<file path="config.mk">
export PLATFORM = sky130hd
export DESIGN_NAME = systolic_arbiter
export DESIGN_NICKNAME = d
export VERILOG_FILES = /design/src/rtl/systolic_arbiter.sv
export SDC_FILE = /design/constraint.sdc
export NUM_CORES = 1
export LEC_CHECK = 0
export BUFFER_PORTS_ARGS = -buffer_cell sky130_fd_sc_hd__clkbuf_2
export CAP_MARGIN = 20
export CORE_AREA = 2 2 706 708
export CTS_BUF_LIST = sky130_fd_sc_hd__clkbuf_8 sky130_fd_sc_hd__clkbuf_16
export CTS_CLUSTER_SIZE = 16
export DETAILED_ROUTE_END_ITERATION = 8
export DIE_AREA = 0 0 708 710
export GPL_ROUTABILITY_DRIVEN = 0
export SLEW_MARGIN = 20
export SYNTH_ARGS = -nofsm -noshare
export SYNTH_HDL_FRONTEND = slang
export SYNTH_SLANG_ARGS = --single-unit
</file>
<file path="constraint.sdc">
create_clock -name clk -period 27 [get_ports clk]
set_input_delay 0 -clock clk [delete_from_list [all_inputs] [get_ports clk]]
set_output_delay 0 -clock clk [all_outputs]
set_load 0.02 [all_outputs]
</file>
<file path="src/rtl/systolic_arbiter.sv">
// Two-requester round-robin front end for a 4x4 int8 systolic array.
// Accepts one job at a time, launches it on the array, waits for completion
// (or a timeout) and presents the result with a valid/ready handshake.
module systolic_arbiter #(
  parameter int unsigned TIMEOUT_CYCLES = 64
) (
  input  logic         clk,
  input  logic         reset,

  input  logic         req0_valid,
  output logic         req0_ready,
  input  logic [127:0] req0_a,
  input  logic [127:0] req0_b,

  input  logic         req1_valid,
  output logic         req1_ready,
  input  logic [127:0] req1_a,
  input  logic [127:0] req1_b,

  output logic         resp_valid,
  input  logic         resp_ready,
  output logic         resp_id,
  output logic         resp_error,
  output logic [511:0] resp_y,

  output logic         sa_valid_in,
  output logic [127:0] sa_matrix_A,
  output logic [127:0] sa_matrix_B,
  input  logic [511:0] sa_y,
  input  logic         sa_done,

  output logic         busy,
  output logic [15:0]  jobs_done
);

  localparam int unsigned CW = $clog2(TIMEOUT_CYCLES + 1);
  localparam logic [CW-1:0] LastWait = CW'(TIMEOUT_CYCLES - 1);

  typedef enum logic [1:0] {StIdle, StIssue, StWait, StResp} state_t;

  state_t        state;
  logic          last_grant;
  logic [CW-1:0] wait_cnt;
  logic          grant0;
  logic          grant1;
  logic          idle;

  // Round-robin grant; ready only in IDLE and never while reset is held.
  always_comb begin
    grant0     = req0_valid & (~req1_valid | last_grant);
    grant1     = req1_valid & (~req0_valid | ~last_grant);
    idle       = (state == StIdle) & ~reset;
    req0_ready = idle & grant0;
    req1_ready = idle & grant1;
    busy       = (state != StIdle);
  end

  // Job sequencer with registered outputs.
  always_ff @(posedge clk or posedge reset) begin
    if (reset) begin
      state       <= StIdle;
      last_grant  <= 1'b1;
      wait_cnt    <= '0;
      jobs_done   <= '0;
      resp_valid  <= 1'b0;
      resp_id     <= 1'b0;
      resp_error  <= 1'b0;
      resp_y      <= '0;
      sa_valid_in <= 1'b0;
      sa_matrix_A <= '0;
      sa_matrix_B <= '0;
    end else begin
      unique case (state)
        StIdle: begin
          if (grant0) begin
            sa_matrix_A <= req0_a;
            sa_matrix_B <= req0_b;
            resp_id     <= 1'b0;
            last_grant  <= 1'b0;
            sa_valid_in <= 1'b1;
            state       <= StIssue;
          end else if (grant1) begin
            sa_matrix_A <= req1_a;
            sa_matrix_B <= req1_b;
            resp_id     <= 1'b1;
            last_grant  <= 1'b1;
            sa_valid_in <= 1'b1;
            state       <= StIssue;
          end
        end
        StIssue: begin
          sa_valid_in <= 1'b0;
          wait_cnt    <= '0;
          state       <= StWait;
        end
        StWait: begin
          wait_cnt <= wait_cnt + CW'(1);
          // done is still high from the previous job in the first WAIT cycle
          if ((wait_cnt != '0) && sa_done) begin
            resp_y     <= sa_y;
            resp_error <= 1'b0;
            resp_valid <= 1'b1;
            if (jobs_done != 16'hFFFF) begin
              jobs_done <= jobs_done + 16'd1;
            end
            state <= StResp;
          end else if (wait_cnt == LastWait) begin
            resp_y     <= '0;
            resp_error <= 1'b1;
            resp_valid <= 1'b1;
            state      <= StResp;
          end
        end
        StResp: begin
          if (resp_ready) begin
            resp_valid <= 1'b0;
            state      <= StIdle;
          end
        end
        default: state <= StIdle;
      endcase
    end
  end

endmodule

</file>
==> out/metrics.yaml, run 1 <==
setup_path:
  r2r_slack_ns: 22.25
  r2r-start: "last_grant$_DFFE_PP1P_"
  end_kind: "async pin"
  cp_common_cell: "buf_4"
  crit_chain: "dlygate4sd3_1 > clkbuf_2 > dlygate4sd3_1 > inv_8 > buf_4 > buf_4 > buf_4 > buf_4 > buf_4"
  arrival_ns: 5.69
  critical_path_class: "input pin to async pin"
  start_kind: "input pin"
  cp_data_required_time_ns: 27.85
  timing.rr.end: "sa_matrix_B[85]$_DFFE_PP0P_"
  crit_path_top_delay_cell: "buf_4"
  r2r_cells: 8
  cp_max_fo: 84
  critPathMaxStageDelay_ns: 0.80
global_route:
  grt_antenna_before_repair: 506
  grt_usage: 0.154
  grt_max_degree: 195
  grt_overflow_total: 0
  grt_pass1_wl_mm: 486
  grt_pass1_vias: 38927
synth:
  synth-edff-count: 0
  synth_commonest_cells: "797 x dfrtp_1, 512 x a22o_1, 271 x nand2_1"
  synth_ff_type: "dfrtp_1"
  synthMuxAreaShare: 0.0847
  synth_compound_area_frac: 0.190
  syn_area_per_cell_um2: 13.0
  yosysTopAreaCellShare: 0.641
  seq_area_frac_synth: 0.642
  synth_xor_xnor_area_share: 0.00366
  synth_area_um2: 31100
  yosys-top-cells-area: "dfrtp_1 64%, a22o_1 14%, mux2i_1 8.3%"
  yosysWarnings: 0
  syn_nets: 3441
  synthCells: 2403
  yosysUniqueCellTypes: 38
  yosys_register_bits: 798
  synth_top_family_by_area: "compound AO/OA/AOI/OAI gates"
  yosys.area_share.adder: 0.00322
  synthArstFlopShare: 1.00
  yosysMostFrequentCell: "dfrtp_1"
  synth_top_area_cell: "dfrtp_1"
  synth_simple_gate_area_frac: 0.0409
clocking:
  tritoncts: "done"
  htreeDepth: 3
  clkSinkCount: 798
  clk_latency_ns: 0.88
  root_buffer: "clkbuf_16"
  cts_buffers: 107
  post_cts.repair.setup_buffers: 0
  path_clk_slew_ns: 0.06
  cts_buffer_depth: 4
finish:
  fillers: 55225
  drive_gt1_frac: 0.339
  fin_nets: 6958
  final-instance-count-excl-fill: 12745
  area_growth_pct: 123
place:
  port_buffers: 1820
  post-place-ws_ns: 22.19
  place_inst: 10578
  dp.final_hpwl_mm: 343
timing:
  rsz0062_at_grt: "no"
  period_needed_ns: 4.84
  hold_viol_final: 0
  worst_slack_ns: 22.16
  fin_tns_setup_ns: 0
  finalSetupViolCount: 0
  skew_ns: 0.0779
  drv_slew: 0
  worst_pin_slew_ns: 1.13
  clock.fmax_ghz: 0.207
  relSlewSlack: 0.250
  period_share: 0.179
drt:
  dr.pass1.iters: 7
  avgRoutedWirePerCell_um: 32.0
  drc: 0
  vias: 40493
  drtIter0Drc: 3786
  ant_nets: 0
  routed_wirelength_mm: 408
  via_per_inst: 3.18
floorplanning:
  io_pins: 1821
  die-height_um: 710
  die_w_um: 708
  initial_core_util: 0.0628
  rows: 259
  core_um2: 495000
  die_area_um2: 503000
worst_hold_path:
  hold_class: "input pin to flop"
  whs_path_depth: 3
  hp-start: "sa_y[427]"
  min_to: "resp_y[427]$_DFFE_PP0P_"
power_and_ir_drop:
  p_per_area_nw_per_um2: 114
  p_leak_uw: 0.0328
  peakVddDrop_uv: 88.2
run_status:
  outcome: "completed"
job:
  maxCapViolations: 0
[sequential cells by signal, indices dropped and copies added (netlist names)]
name,flops
jobs_done,16
last_grant,1
resp_error,1
resp_id,1
resp_valid,1
resp_y,512
sa_matrix_A,128
sa_matrix_B,128
sa_valid_in,1
state,2
wait_cnt,7
[report_power, final]
| part | switching, uW | internal [uW] |
|---|---|---|
| Combinational | 2880 | 1350 |
| Clock | 630 | 835 |
| Sequential | 420 | 1790 |
| Total | 3930 | 3970 |
[worst max-delay path, delay by kind of cell]
family	cells	cell delay [ns]
buffers and inverters	9	5.36
[worst max path at each step]
stage	end	cells past startpoint	startpoint	slack, ns
3_3_place_gp	resp_y[246]$_DFFE_PP0P_	7	reset	22.33
6_report	resp_y[248]$_DFFE_PP0P_	9	reset	22.16
2_1_floorplan	jobs_done[0]$_DFFE_PP0P_	1	reset	4.59
5_1_grt	resp_y[248]$_DFFE_PP0P_	9	reset	21.46
3_5_place_dp	resp_y[248]$_DFFE_PP0P_	7	reset	22.19
4_1_cts	resp_y[248]$_DFFE_PP0P_	9	reset	22.05
[per-stage QoR]
step	util	total power, uW	instance area [um^2]	hold slack, ns
floorplan	-	3620	31100	0.0700
global placement	0.0962	5820	47700	0.193
detailed placement	0.0962	5840	47700	0.199
CTS	0.139	7930	68800	0.000714
global route	0.139	8240	69100	0.0355
finish	0.140	7900	69300	0.0547
[area by class of cell]
class,count,area (um^2),area share
inverter,14,60.1,0.000866
multi-input combinational,1391,10100,0.145
antenna,222,556,0.00801
timing repair buffer,3608,27000,0.389
clock buffer,123,2900,0.0418
clock inverter,64,607,0.00875
tap,6525,8160,0.118
sequential,798,20000,0.288
[layout by cell type (no fill, tap or decap), drive strengths merged, types with 2 or more instances in the layout]
master / n
dfrtp: 797
buf: 30
diode: 222
mux2i: 259
ha: 8
or3: 2
a22o: 512
nand3: 11
clkinvlp: 3
and3: 6
dlygate4sd3: 1758
clkbuf: 1943
nor2: 6
and4: 2
o21ai: 268
mux2: 4
xnor2: 11
a21oi: 5
bufinv: 7
a31oi: 2
inv: 47
clkinv: 21
nand2b: 3
nand2: 272
nand4: 6
nor3: 3
xor2: 2
[layer usage]
metal  share of wire  wire length (um)  global-route usage
met1            0.34            141000               0.160
met2            0.42            172000               0.234
met3            0.14             56300              0.0914
met4           0.091             37100               0.104
met5          0.0040              1650             0.00219
[logic make-up after synthesis]
| kind of cell | after synthesis |
|---|---|
| buf+inv | 214 |
| fa+ha+maj | 8 |
| compound gates | 792 |
| flops | 798 |
| mux | 263 |
| simple gates | 315 |
| xor+xnor | 13 |
[timing repair]
| item | CTS | global route |
|---|---|---|
| hold endpoints to repair | 916 | 0 |
| gates resized for setup | 0 | 0 |
| hold buffers | 1758 | 0 |
Power figures use the tool's default switching activity.
==> inputs of run 2 (changes only) <==
==> constraint.sdc (replaced) <==
create_clock -name clk -period 4.4 [get_ports clk]
set_input_delay 0 -clock clk [delete_from_list [all_inputs] [get_ports clk]]
set_output_delay 0 -clock clk [all_outputs]
set_load 0.02 [all_outputs]
==> run 2 against run 1 <==
Effect of this change:
- wire length fell by 0.71%
- core utilization barely moved
- sequential share of layout area barely moved
- non-clock buffer count fell by 14
- clock power rose to 6.2 times the previous value
- critical path depth fell by 2
- flip-flop and latch count did not move
- final cell count barely moved
- clock skew rose by 0.052 ns
- power rose to 6.1 times the previous value
- global-route usage fell by 0.078 points
==> out/metrics.yaml, run 2 (synthesized netlist as in run 1, its figures left out) <==
finish:
  final_common_cell: "clkbuf_2"
  top_regs: "resp_y (512), sa_matrix_A (128), sa_matrix_B (128)"
  largest_reg_flops: 512  # unchanged
  fin_nets: 6944  # -0.20%
  drive_gt1_frac: 0.344  # +0.00496
  regMostFlops: "resp_y"
  final_cell_mix: "1820 x clkbuf_2, 1721 x dlygate4sd3_1, 797 x dfrtp_1, 512 x a22o_1, 271 x nand2_1"
  fillers: 55239  # +0.025%
  area_growth_pct: 123  # about the same
job:
  maxCapViolations: 0  # unchanged
drt:
  avgRoutedWirePerCell_um: 31.8  # -0.62%
  vias: 40286  # -0.51%
  ant_nets: 0  # unchanged
  drtIter0Drc: 3608  # -4.7%
  dr.pass1.iters: 7  # unchanged
  via_per_inst: 3.16  # -0.42%
  drc: 0  # unchanged
  routed_wirelength_mm: 405  # -0.71%
power_and_ir_drop:
  p_per_area_nw_per_um2: 696  # +510%
  p_clk_frac: 0.188  # +0.003
  peakVddDrop_uv: 589  # +570%
  seq_power_share: 0.282  # +0.003
  switching_share: 0.490  # -0.00702
  combinationalPowerShare: 0.530  # -0.005
  switchingPower_uw: 23700  # +500%
  power.internal_uw: 24600  # +520%
  p_leak_uw: 0.0329  # +0.19%
setup_path:
  end_kind: "flop"
  critical_path_class: "flop to flop"
  start_kind: "flop"
  arrival_ns: 4.18  # -1.51 ns
  cp_max_fo: 37  # -56%
  cp_data_required_time_ns: 5.16  # -22.69 ns
clocking:
  cts_buffer_depth: 4  # unchanged
  clkSinkCount: 798  # unchanged
  cts_resized: 0  # unchanged
  tritoncts: "done"
  cts_hold_buf: 1721  # -2.1%
  cts_buffers: 107  # unchanged
  path_clk_slew_ns: 0.06  # about the same
  post_cts.repair.setup_buffers: 0  # unchanged
  clk_latency_ns: 0.89  # about the same
  htreeDepth: 3  # unchanged
  root_buffer: "clkbuf_16"
timing:
  fin_tns_setup_ns: 0  # unchanged
  finalSetupViolCount: 0  # unchanged
  drv_slew: 0  # unchanged
  relSlewSlack: 0.343  # +0.0936
  period_share: 0.777
  worst_pin_slew_ns: 0.985  # -0.140 ns
  hold_viol_final: 0  # unchanged
  whs_ns: 0.00735  # -0.0474 ns
  clock.fmax_ghz: 0.292
  worst_slack_ns: 0.980  # -21.18 ns
  period_needed_ns: 3.42
  rsz0062_at_grt: "no"
  skew_ns: 0.130  # +0.0517 ns
floorplanning:
  die-height_um: 710  # unchanged
  core_um2: 495000  # unchanged
  die_area_um2: 503000  # unchanged
  rows: 259  # unchanged
  io_pins: 1821  # unchanged
  initial_core_util: 0.0628  # unchanged
  die_w_um: 708  # unchanged
global_route:
  grt_usage: 0.153  # -0.000782
  grt_max_degree: 200  # +2.6%
  grt_pass1_wl_mm: 484  # -0.28%
  grt_pass1_vias: 38882  # -0.12%
  grt_overflow_total: 0  # unchanged
  grt_antenna_before_repair: 480  # -5.1%
worst_hold_path:
  hold_class: "input pin to flop"
place:
  post-place-ws_ns: 1.47  # -20.72 ns
  port_buffers: 1820  # unchanged
  dp.final_hpwl_mm: 342  # -0.43%
run_status:
  outcome: "completed"
[run 2: routing by layer]
layer | wire length (um) | track usage | vias to the layer above
met5 | 2010 | 0.0132 | -
met4 | 39200 | 0.118 | 180
met3 | 52400 | 0.0843 | 1433
met2 | 172000 | 0.230 | 3339
met1 | 139000 | 0.159 | 19174
li1 | - | - | 16160
[run 2: critical path, cell delays in order (launching register included)]
cell           delay [ns]
dfstp_2              0.39
o21ai_4              0.17
buf_12               0.29
buf_4                0.64
mux2i_1              0.38
dlygate4sd3_1        0.64
o21ai_0              0.08
dlygate4sd3_1        0.59
[run 2: metrics by stage]
stage	util	area [um^2]	power (uW)	instances
finish	0.140	69400	48300	12733
global route	0.140	69100	50300	12631
CTS	0.139	68800	48400	12511
detailed placement	0.0970	48100	35300	10600
global placement	0.0970	48100	35200	10600
floorplan	-	31100	22200	2403
[run 2: layout make-up]
class / instances / area, um^2 / share of cell area
diodes: 221 / 553 / 0.00797
inverters: 14 / 56.3 / 0.000812
repair buffers: 3594 / 27000 / 0.390
clock buffers: 124 / 2910 / 0.0420
flip-flops and latches: 798 / 20000 / 0.288
clock inverters: 66 / 603 / 0.00869
multi-input cells: 1391 / 10100 / 0.145
well taps: 6525 / 8160 / 0.118
[run 2: power by group through the flow]
stage                     clock network, uW  logic [uW]  registers, uW
final                                  9090       25600          13600
after global routing                   9600       26800          13900
after CTS                              9350       25600          13400
after detailed placement                  0       21800          13500
after global placement                    0       21600          13500
after floorplan                           0        4980          17200
[run 2: path summary, 6_finish.rpt]
path,slack [ns],startpoint,end,cells after the start
worst max-delay path,0.98,last_grant$_DFFE_PP1P_,sa_matrix_A[18]$_DFFE_PP0P_,7
worst min-delay path,0.007,sa_y[124],resp_y[124]$_DFFE_PP0P_,3
worst max register to register,0.98,last_grant$_DFFE_PP1P_,sa_matrix_A[18]$_DFFE_PP0P_,7
worst min register to register,0.47,resp_id$_DFFE_PP0P_,resp_id$_DFFE_PP0P_,2
max in group asynchronous,2.44,reset,sa_matrix_B[93]$_DFFE_PP0P_,6
min in group asynchronous,0.52,reset,resp_y[27]$_DFFE_PP0P_,4
